--- src/rtl/text_term_ctrl_pkg.sv ---
// Shared constants and state encoding for the text terminal write-side sequencer.
// Also used by the scanout through term_row_map.
package text_term_pkg;
    localparam int COLS    = 70;
    localparam int ROWS    = 30;
    localparam int COL_W   = 7;
    localparam int ROW_W   = 5;
    localparam int VMEM_AW = 12;

    localparam logic [7:0] BLANK = 8'h20;
    localparam logic [7:0] LF    = 8'h0A;
    localparam logic [7:0] CR    = 8'h0D;
    localparam logic [7:0] BS    = 8'h08;

    typedef enum logic [1:0] {CLR_ALL, IDLE, CLR_LINE} state_t;
endpackage

--- src/rtl/text_term_ctrl_if.sv ---
// Keyboard byte handshake plus the vmem write port of the terminal sequencer.
interface text_term_ctrl_if;
    import text_term_pkg::*;

    logic               ch_valid;
    logic [7:0]         ch_data;
    logic               ch_ready;
    logic               vm_we;
    logic [VMEM_AW-1:0] vm_waddr;
    logic [7:0]         vm_wdata;

    modport master (output ch_valid, ch_data, input ch_ready, vm_we, vm_waddr, vm_wdata);
    modport slave  (input ch_valid, ch_data, output ch_ready, vm_we, vm_waddr, vm_wdata);
endinterface

--- src/rtl/text_term_ctrl_row_map.sv ---
// Maps a logical screen row onto the ring-buffered physical vmem row.
module term_row_map
    import text_term_pkg::*;
(
    input  logic [ROW_W-1:0] row,
    input  logic [ROW_W-1:0] top,
    output logic [ROW_W-1:0] phys
);
    logic [ROW_W:0] sum;

    always_comb begin
        sum  = {1'b0, row} + {1'b0, top};
        phys = (sum >= (ROW_W+1)'(ROWS)) ? ROW_W'(sum - (ROW_W+1)'(ROWS)) : sum[ROW_W-1:0];
    end
endmodule

--- src/rtl/text_term_ctrl.sv ---
// Write-side sequencer for the 70x30 character vmem: cursor tracking, control
// codes, line wrap and ring-buffer scrolling with a single-line clear.
module text_term_ctrl
    import text_term_pkg::*;
(
    input  logic              clk,
    input  logic              rst,
    text_term_ctrl_if.slave   bus,
    input  logic              clear_req,
    output logic [ROW_W-1:0]  top_row,
    output logic [ROW_W-1:0]  cursor_row,
    output logic [COL_W-1:0]  cursor_col,
    output logic              busy
);
    localparam logic [COL_W-1:0] LAST_COL = COL_W'(COLS - 1);
    localparam logic [COL_W-1:0] COL_END  = COL_W'(COLS);
    localparam logic [ROW_W-1:0] LAST_ROW = ROW_W'(ROWS - 1);
    localparam logic [ROW_W-1:0] ROW_END  = ROW_W'(ROWS);
    localparam logic [COL_W-1:0] ONE_C    = COL_W'(1);
    localparam logic [ROW_W-1:0] ONE_R    = ROW_W'(1);

    state_t               state, state_n;
    logic [ROW_W-1:0]     top_n, row_n, line_row, line_n, clr_row, clr_row_n;
    logic [COL_W-1:0]     col_n, clr_col, clr_col_n;
    logic                 we_q, we_n;
    logic [VMEM_AW-1:0]   waddr_q, waddr_n;
    logic [7:0]           wdata_q, wdata_n;
    logic [ROW_W-1:0]     map_row, map_phys;
    logic                 printable, bs_up;

    assign printable = (bus.ch_data >= 8'h20) && (bus.ch_data <= 8'h7E);
    // Backspace from column 0 writes on the previous row, so map that row instead
    assign bs_up     = (bus.ch_data == BS) && (cursor_col == '0) && (cursor_row != '0);
    assign map_row   = bs_up ? cursor_row - ONE_R : cursor_row;

    term_row_map u_map (.row(map_row), .top(top_row), .phys(map_phys));

    assign bus.ch_ready = (state == IDLE) && !clear_req;
    assign bus.vm_we    = we_q;
    assign bus.vm_waddr = waddr_q;
    assign bus.vm_wdata = wdata_q;
    assign busy         = (state != IDLE);

    always_comb begin
        state_n   = state;
        top_n     = top_row;
        row_n     = cursor_row;
        col_n     = cursor_col;
        line_n    = line_row;
        clr_col_n = clr_col;
        clr_row_n = clr_row;
        we_n      = 1'b0;
        waddr_n   = waddr_q;
        wdata_n   = wdata_q;
        case (state)
            CLR_ALL: begin
                if (clr_row == ROW_END) begin
                    state_n = IDLE;
                    top_n   = '0;
                    row_n   = '0;
                    col_n   = '0;
                end else begin
                    we_n    = 1'b1;
                    waddr_n = {clr_col, clr_row};
                    wdata_n = BLANK;
                    if (clr_col == LAST_COL) begin
                        clr_col_n = '0;
                        clr_row_n = clr_row + ONE_R;
                    end else begin
                        clr_col_n = clr_col + ONE_C;
                    end
                end
            end
            CLR_LINE: begin
                if (clr_col == COL_END) begin
                    state_n = IDLE;
                end else begin
                    we_n      = 1'b1;
                    waddr_n   = {clr_col, line_row};
                    wdata_n   = BLANK;
                    clr_col_n = clr_col + ONE_C;
                end
            end
            default: begin
                if (clear_req) begin
                    // First blank is issued right away so the burst starts next cycle
                    state_n   = CLR_ALL;
                    we_n      = 1'b1;
                    waddr_n   = '0;
                    wdata_n   = BLANK;
                    clr_col_n = ONE_C;
                    clr_row_n = '0;
                end else if (bus.ch_valid) begin
                    if (printable) begin
                        we_n    = 1'b1;
                        waddr_n = {cursor_col, map_phys};
                        wdata_n = bus.ch_data;
                        if (cursor_col == LAST_COL) begin
                            col_n = '0;
                            if (cursor_row == LAST_ROW) begin
                                state_n   = CLR_LINE;
                                top_n     = (top_row == LAST_ROW) ? '0 : top_row + ONE_R;
                                line_n    = top_row;
                                clr_col_n = '0;
                            end else begin
                                row_n = cursor_row + ONE_R;
                            end
                        end else begin
                            col_n = cursor_col + ONE_C;
                        end
                    end else if (bus.ch_data == LF) begin
                        col_n = '0;
                        if (cursor_row == LAST_ROW) begin
                            // The old top row becomes the new bottom; clear it starting now
                            state_n   = CLR_LINE;
                            top_n     = (top_row == LAST_ROW) ? '0 : top_row + ONE_R;
                            line_n    = top_row;
                            we_n      = 1'b1;
                            waddr_n   = {{COL_W{1'b0}}, top_row};
                            wdata_n   = BLANK;
                            clr_col_n = ONE_C;
                        end else begin
                            row_n = cursor_row + ONE_R;
                        end
                    end else if (bus.ch_data == CR) begin
                        col_n = '0;
                    end else if (bus.ch_data == BS) begin
                        if (cursor_col != '0) begin
                            col_n   = cursor_col - ONE_C;
                            we_n    = 1'b1;
                            waddr_n = {cursor_col - ONE_C, map_phys};
                            wdata_n = BLANK;
                        end else if (bs_up) begin
                            row_n   = cursor_row - ONE_R;
                            col_n   = LAST_COL;
                            we_n    = 1'b1;
                            waddr_n = {LAST_COL, map_phys};
                            wdata_n = BLANK;
                        end
                    end
                end
            end
        endcase
    end

    always_ff @(posedge clk) begin
        if (rst) begin
            state      <= CLR_ALL;
            top_row    <= '0;
            cursor_row <= '0;
            cursor_col <= '0;
            line_row   <= '0;
            clr_col    <= '0;
            clr_row    <= '0;
            we_q       <= 1'b0;
            waddr_q    <= '0;
            wdata_q    <= '0;
        end else begin
            state      <= state_n;
            top_row    <= top_n;
            cursor_row <= row_n;
            cursor_col <= col_n;
            line_row   <= line_n;
            clr_col    <= clr_col_n;
            clr_row    <= clr_row_n;
            we_q       <= we_n;
            waddr_q    <= waddr_n;
            wdata_q    <= wdata_n;
        end
    end
endmodule

--- src/flat_wrapper.sv ---
// flat-port wrapper written by rule: the top's interface ports become plain ports
module text_term_ctrl_flat import text_term_pkg::*;
  (clk, rst, clear_req, top_row, cursor_row, cursor_col, busy, bus_ch_valid, bus_ch_data, bus_ch_ready, bus_vm_we, bus_vm_waddr, bus_vm_wdata);
  text_term_ctrl_if bus_i ();
  input  logic clk;
  input  logic rst;
  input  logic clear_req;
  output logic [ROW_W-1:0] top_row;
  output logic [ROW_W-1:0] cursor_row;
  output logic [COL_W-1:0] cursor_col;
  output logic busy;
  input wire logic [$bits(bus_i.ch_valid)-1:0] bus_ch_valid;
  input wire logic [$bits(bus_i.ch_data)-1:0] bus_ch_data;
  output wire logic [$bits(bus_i.ch_ready)-1:0] bus_ch_ready;
  output wire logic [$bits(bus_i.vm_we)-1:0] bus_vm_we;
  output wire logic [$bits(bus_i.vm_waddr)-1:0] bus_vm_waddr;
  output wire logic [$bits(bus_i.vm_wdata)-1:0] bus_vm_wdata;
  assign bus_i.ch_valid = bus_ch_valid;
  assign bus_i.ch_data = bus_ch_data;
  assign bus_ch_ready = bus_i.ch_ready;
  assign bus_vm_we = bus_i.vm_we;
  assign bus_vm_waddr = bus_i.vm_waddr;
  assign bus_vm_wdata = bus_i.vm_wdata;
  text_term_ctrl u_core (.clk(clk), .rst(rst), .bus(bus_i), .clear_req(clear_req), .top_row(top_row), .cursor_row(cursor_row), .cursor_col(cursor_col), .busy(busy));
endmodule
--- config.mk ---
export PLATFORM = sky130hd
export DESIGN_NAME = text_term_ctrl_flat
export DESIGN_NICKNAME = d
export VERILOG_FILES = /design/src/rtl/text_term_ctrl_pkg.sv /design/src/rtl/text_term_ctrl_if.sv /design/src/rtl/text_term_ctrl_row_map.sv /design/src/rtl/text_term_ctrl.sv /design/src/flat_wrapper.sv
export SDC_FILE = /design/constraint.sdc
export NUM_CORES = 1
export LEC_CHECK = 0
export CORE_ASPECT_RATIO = 2
export CORE_MARGIN = 1.5
export CORE_UTILIZATION = 47
export CTS_CLUSTER_SIZE = 30
export DETAILED_ROUTE_END_ITERATION = 16
export DONT_BUFFER_PORTS = 1
export GPL_TIMING_DRIVEN = 0
export PLACE_DENSITY = 0.73
export REMOVE_ABC_BUFFERS = 1
export SYNTH_ARGS = -nofsm -noshare
export SYNTH_HDL_FRONTEND = slang
export SYNTH_SLANG_ARGS = --single-unit
--- constraint.sdc ---
create_clock -name clk -period 8.8 [get_ports clk]
set_clock_uncertainty 0.1 [all_clocks]
set_input_delay 1.32 -clock clk [delete_from_list [all_inputs] [get_ports clk]]
set_output_delay 1.32 -clock clk [all_outputs]
set_load 0.1 [all_outputs]
==> impl_metrics.prom <==
# TYPE chip_impl_metric gauge
chip_impl_metric{name="post_drt_via_cell_ratio",unit=""} 6.299
chip_impl_metric{name="number_of_cts_inserted_buffers",unit=""} 9
chip_impl_metric{name="syn_area_cell",unit="um^2"} 7.869
chip_impl_metric{name="clk_latency",unit="ns"} 0.33
chip_impl_metric{name="detailroute.via_count",unit=""} 3559
chip_impl_metric{name="max_slew.worst_pin.slew",unit="ns"} 1.337
chip_impl_info{name="worst-setup-path-type",value="reg -> reg"} 1
chip_impl_metric{name="fin_tns_setup",unit="ns"} 0
chip_impl_metric{name="fin_crit",unit="ns"} 4.916
chip_impl_metric{name="worst_slew_margin_rel",unit="%"} 10.73
chip_impl_metric{name="syn-cell-area",unit="um^2"} 3754
chip_impl_metric{name="placement.setup.worst_slack",unit="ns"} 3.907
chip_impl_metric{name="post_detailed_route_count_of_antenna_violating_nets",unit=""} 0
chip_impl_metric{name="postSynthCellCount",unit=""} 477
chip_impl_metric{name="routedWlPerCell",unit="um"} 17.99
chip_impl_metric{name="hold_viol_final",unit=""} 0
chip_impl_metric{name="floorplan.die.height",unit="um"} 129.4
chip_impl_metric{name="starting_density_of_the_core",unit="%"} 47.95
chip_impl_metric{name="die_area",unit="um^2"} 8564
chip_impl_info{name="clock_tree_from_tritoncts",value="yes"} 1
chip_impl_info{name="cts_root_buf",value="clkbuf_16"} 1
chip_impl_metric{name="die_width",unit="um"} 66.19
chip_impl_metric{name="hpwl",unit="um"} 7013
chip_impl_metric{name="worst-path-max-fanout",unit=""} 9
chip_impl_metric{name="cts.path.max_buffers",unit=""} 2
chip_impl_metric{name="placement.io_buffers",unit=""} 0
chip_impl_metric{name="placeableCoreArea",unit="um^2"} 7828
chip_impl_info{name="hp-class",value="reg -> reg"} 1
chip_impl_metric{name="residual_drc_count",unit=""} 0
chip_impl_metric{name="post_cts_hold_buffer_count",unit=""} 0
chip_impl_info{name="synth_ff_type",value="dfxtp_1"} 1
chip_impl_metric{name="grt_remaining_overflow",unit=""} 0
chip_impl_metric{name="cellLeakagePower",unit="nW"} 1.524
chip_impl_info{name="grt_setup_unrepaired",value="no"} 1
chip_impl_metric{name="io-pin-count",unit=""} 52
chip_impl_metric{name="drt-pass1-iter-count",unit=""} 5
chip_impl_metric{name="drtIter0Drc",unit=""} 232
chip_impl_metric{name="max_cap_viol_count",unit=""} 0
chip_impl_metric{name="rrSetupSlack",unit="ns"} 3.88
chip_impl_metric{name="synth_seq_area_share",unit="%"} 30.40
chip_impl_metric{name="synthesis_warning_total",unit=""} 0
chip_impl_metric{name="max_freq",unit="MHz"} 203.4
chip_impl_info{name="reg2reg_to",value="u_core.bus.vm_waddr[2]"} 1
chip_impl_metric{name="number_of_buffers_inserted_to_repair_setup_after_cts",unit=""} 0
chip_impl_metric{name="synth-seq-cells",unit=""} 57
chip_impl_metric{name="ir_worst_vdd",unit="mV"} 0.1486
chip_impl_metric{name="final_max_slew_viol_count",unit=""} 0
chip_impl_info{name="hold_path_startpoint",value="u_core.line_row[3]"} 1
chip_impl_metric{name="maximum_number_of_pins_on_one_net_before_global_route_repair",unit=""} 38
chip_impl_metric{name="ctsHtreeMaxLevel",unit=""} 3
chip_impl_metric{name="fin_crit_sh",unit="%"} 55.86
chip_impl_metric{name="cellPowerDensity",unit="nW/um^2"} 172.6
chip_impl_metric{name="totalWireLength",unit="um"} 10170
chip_impl_metric{name="fin_ws",unit="ns"} 3.884
chip_impl_metric{name="reg2reg_depth",unit=""} 16
chip_impl_info{name="cell_accounting_for_the_most_synthesized_area",value="dfxtp_1"} 1
chip_impl_metric{name="drive_above_1_share",unit="%"} 8.742
chip_impl_metric{name="grt_pass1_wl",unit="um"} 16180
chip_impl_metric{name="insertedDiodeCount",unit=""} 0
chip_impl_info{name="end_kind",value="flip-flop"} 1
chip_impl_metric{name="report.power.total",unit="W"} 0.0007080
chip_impl_metric{name="routabilityCongestion",unit=""} 0.9474
chip_impl_metric{name="worst_ep_arrival_time",unit="ns"} 4.99
chip_impl_metric{name="via_count_of_the_first_global_routing_pass",unit=""} 3315
chip_impl_metric{name="final_cells",unit=""} 565
chip_impl_metric{name="placement_rows",unit=""} 46
chip_impl_metric{name="yosys.cell_types.count",unit=""} 68
chip_impl_metric{name="groute.usage.overall",unit="%"} 24.44
chip_impl_info{name="synth_area_leaders",value="dfxtp_1 (30%), nor2_1 (6.4%), ha_1 (6.3%), a21oi_1 (5.3%), o21ai_0 (4.3%)"} 1
chip_impl_metric{name="cts.repair.resized",unit=""} 0
chip_impl_metric{name="dpl.cell_count",unit=""} 549
chip_impl_metric{name="synth_top_area_share",unit="%"} 30.40
chip_impl_metric{name="syn2layout_area_growth",unit="%"} 9.300
chip_impl_metric{name="synth_edf_count",unit=""} 0
chip_impl_metric{name="clk_transition_reported_paths",unit="ns"} 0.05
chip_impl_metric{name="async_reset_ff_share",unit="%"} 0
chip_impl_info{name="hold_critical_path_endpoint",value="u_core.line_row[3]"} 1
chip_impl_info{name="setup.worst_path.start_class",value="flip-flop"} 1
chip_impl_metric{name="grt_antenna_before_repair",unit=""} 0
chip_impl_metric{name="setup_viol_count_final",unit=""} 0
chip_impl_info{name="run_status",value="finished, final reports clean"} 1
chip_impl_info{name="reg2reg_launch_point",value="u_core.cursor_col[0]"} 1
chip_impl_metric{name="cp_data_required_time",unit="ns"} 8.88
chip_impl_metric{name="final_net_count",unit=""} 496
chip_impl_metric{name="whs_path_depth",unit=""} 2
chip_impl_metric{name="cts_sinks",unit=""} 57
==> synthesized netlist by cell type, types with 4 or more instances <==
| cell type | count |
|---|---|
| a211oi_1 | 4 |
| a21oi_1 | 40 |
| a221oi_1 | 8 |
| a31oi_1 | 9 |
| and2_1 | 5 |
| and3_1 | 9 |
| buf_2 | 4 |
| clkbuf_1 | 16 |
| dfxtp_1 | 57 |
| ha_1 | 19 |
| inv_1 | 17 |
| mux2i_1 | 14 |
| nand2_1 | 36 |
| nand2b_1 | 4 |
| nand3_1 | 19 |
| nand4_1 | 11 |
| nor2_1 | 64 |
| nor3_1 | 18 |
| nor3b_1 | 4 |
| o21ai_0 | 32 |
| or2_2 | 4 |
| or3_1 | 9 |
| xnor2_1 | 12 |
==> worst max-delay path by stage <==
| stage | start | endpoint | slack, ns | depth (start not counted) |
|---|---|---|---|---|
| final | u_core.cursor_col[0] | u_core.bus.vm_waddr[2] | 3.88 | 16 |
| after global routing | u_core.cursor_col[0] | u_core.bus.vm_waddr[2] | 3.57 | 16 |
| after CTS | u_core.cursor_col[0] | u_core.bus.vm_waddr[2] | 3.95 | 16 |
| after detailed placement | bus_ch_data[5] | u_core.bus.vm_waddr[2] | 3.91 | 14 |
| after global placement | bus_ch_data[5] | u_core.bus.vm_waddr[2] | 3.92 | 14 |
| after floorplan | bus_ch_data[5] | u_core.bus.vm_waddr[2] | 4.35 | 14 |
==> area by class of cell <==
type,count,area [um^2]
clock buffer,12,256.5
clock inverter,4,98.84
fill,771,3725
inverter,18,67.56
multi-input combinational,378,2419
sequential,57,1141
tap,96,120.1
==> worst max-delay path, stage by stage, from the launching register on <==
cell,delay (ns)
dfxtp_1,0.72
inv_1,0.29
ha_1,0.25
or3b_2,0.51
nor2_2,0.25
nand3_1,0.24
xnor2_1,0.25
ha_1,0.21
inv_1,0.06
fa_1,0.39
xnor2_1,0.28
and2_1,0.19
o21ai_0,0.10
o21ai_0,0.33
mux2_2,0.38
a21oi_1,0.14
a21oi_1,0.07
==> cells by family (layout without fill, tap and decap cells) <==
family / after synthesis / after routing / synth area share, %
simple gates: 201 / 201 / 26.97
mux: 16 / 16 / 4.333
fa+ha+maj: 20 / 20 / 6.867
xor+xnor: 15 / 15 / 3.500
flops: 57 / 57 / 30.40
buf+inv: 42 / 34 / 5.233
compound gates: 126 / 126 / 22.70
==> registers in the layout, summed over array words and instances, names as in the netlist, 2 cells and up <==
register / count
u_core.top_row: 5
u_core.line_row: 5
u_core.bus.vm_wdata: 8
u_core.cursor_row: 5
u_core.bus.vm_waddr: 12
u_core.state: 2
u_core.clr_row: 5
u_core.cursor_col: 7
u_core.clr_col: 7
==> through the flow <==
step / hold WS (ns) / utilization [%] / cell area, um^2
floorplan: 0.3544 / - / 3625
global placement: 0.3758 / 47.84 / 3745
detailed placement: 0.3862 / 47.87 / 3747
CTS: 0.4026 / 52.41 / 4103
global route: 0.4482 / 52.41 / 4103
finish: 0.4075 / 52.41 / 4103
==> power by group <==
group	switching, W	leakage (nW)	total, W	internal, W
clock	0.000122	0.173	0.000414	0.000292
combinational	0.0000133	0.890	0.0000211	0.00000774
sequential	0.0000117	0.461	0.000273	0.000261
==> routing by layer <==
metal | wire length (um) | share of wire, % | track usage, %
met1 | 4264 | 42 | 30.33
met2 | 4804 | 47 | 38.53
met3 | 707 | 7.0 | 5.990
met4 | 389 | 3.8 | 12.85
met5 | 0 | 0 | 0
==> layout by cell type, fill, tap and decap left out, types with 4 or more instances in the layout <==
| cell type | n |
|---|---|
| xnor2_1 | 12 |
| a211oi_1 | 4 |
| nor3_1 | 18 |
| or3_1 | 9 |
| nand4_1 | 11 |
| and2_1 | 5 |
| or2_2 | 4 |
| and3_1 | 9 |
| nand3_1 | 19 |
| ha_1 | 19 |
| o21ai_0 | 32 |
| nand2_1 | 36 |
| clkbuf_16 | 9 |
| dfxtp_1 | 57 |
| inv_1 | 17 |
| mux2i_1 | 14 |
| nor2_1 | 63 |
| a221oi_1 | 8 |
| nand2b_1 | 4 |
| nor3b_1 | 4 |
| a31oi_1 | 9 |
| a21oi_1 | 40 |
(Power assumes the default switching activity.)
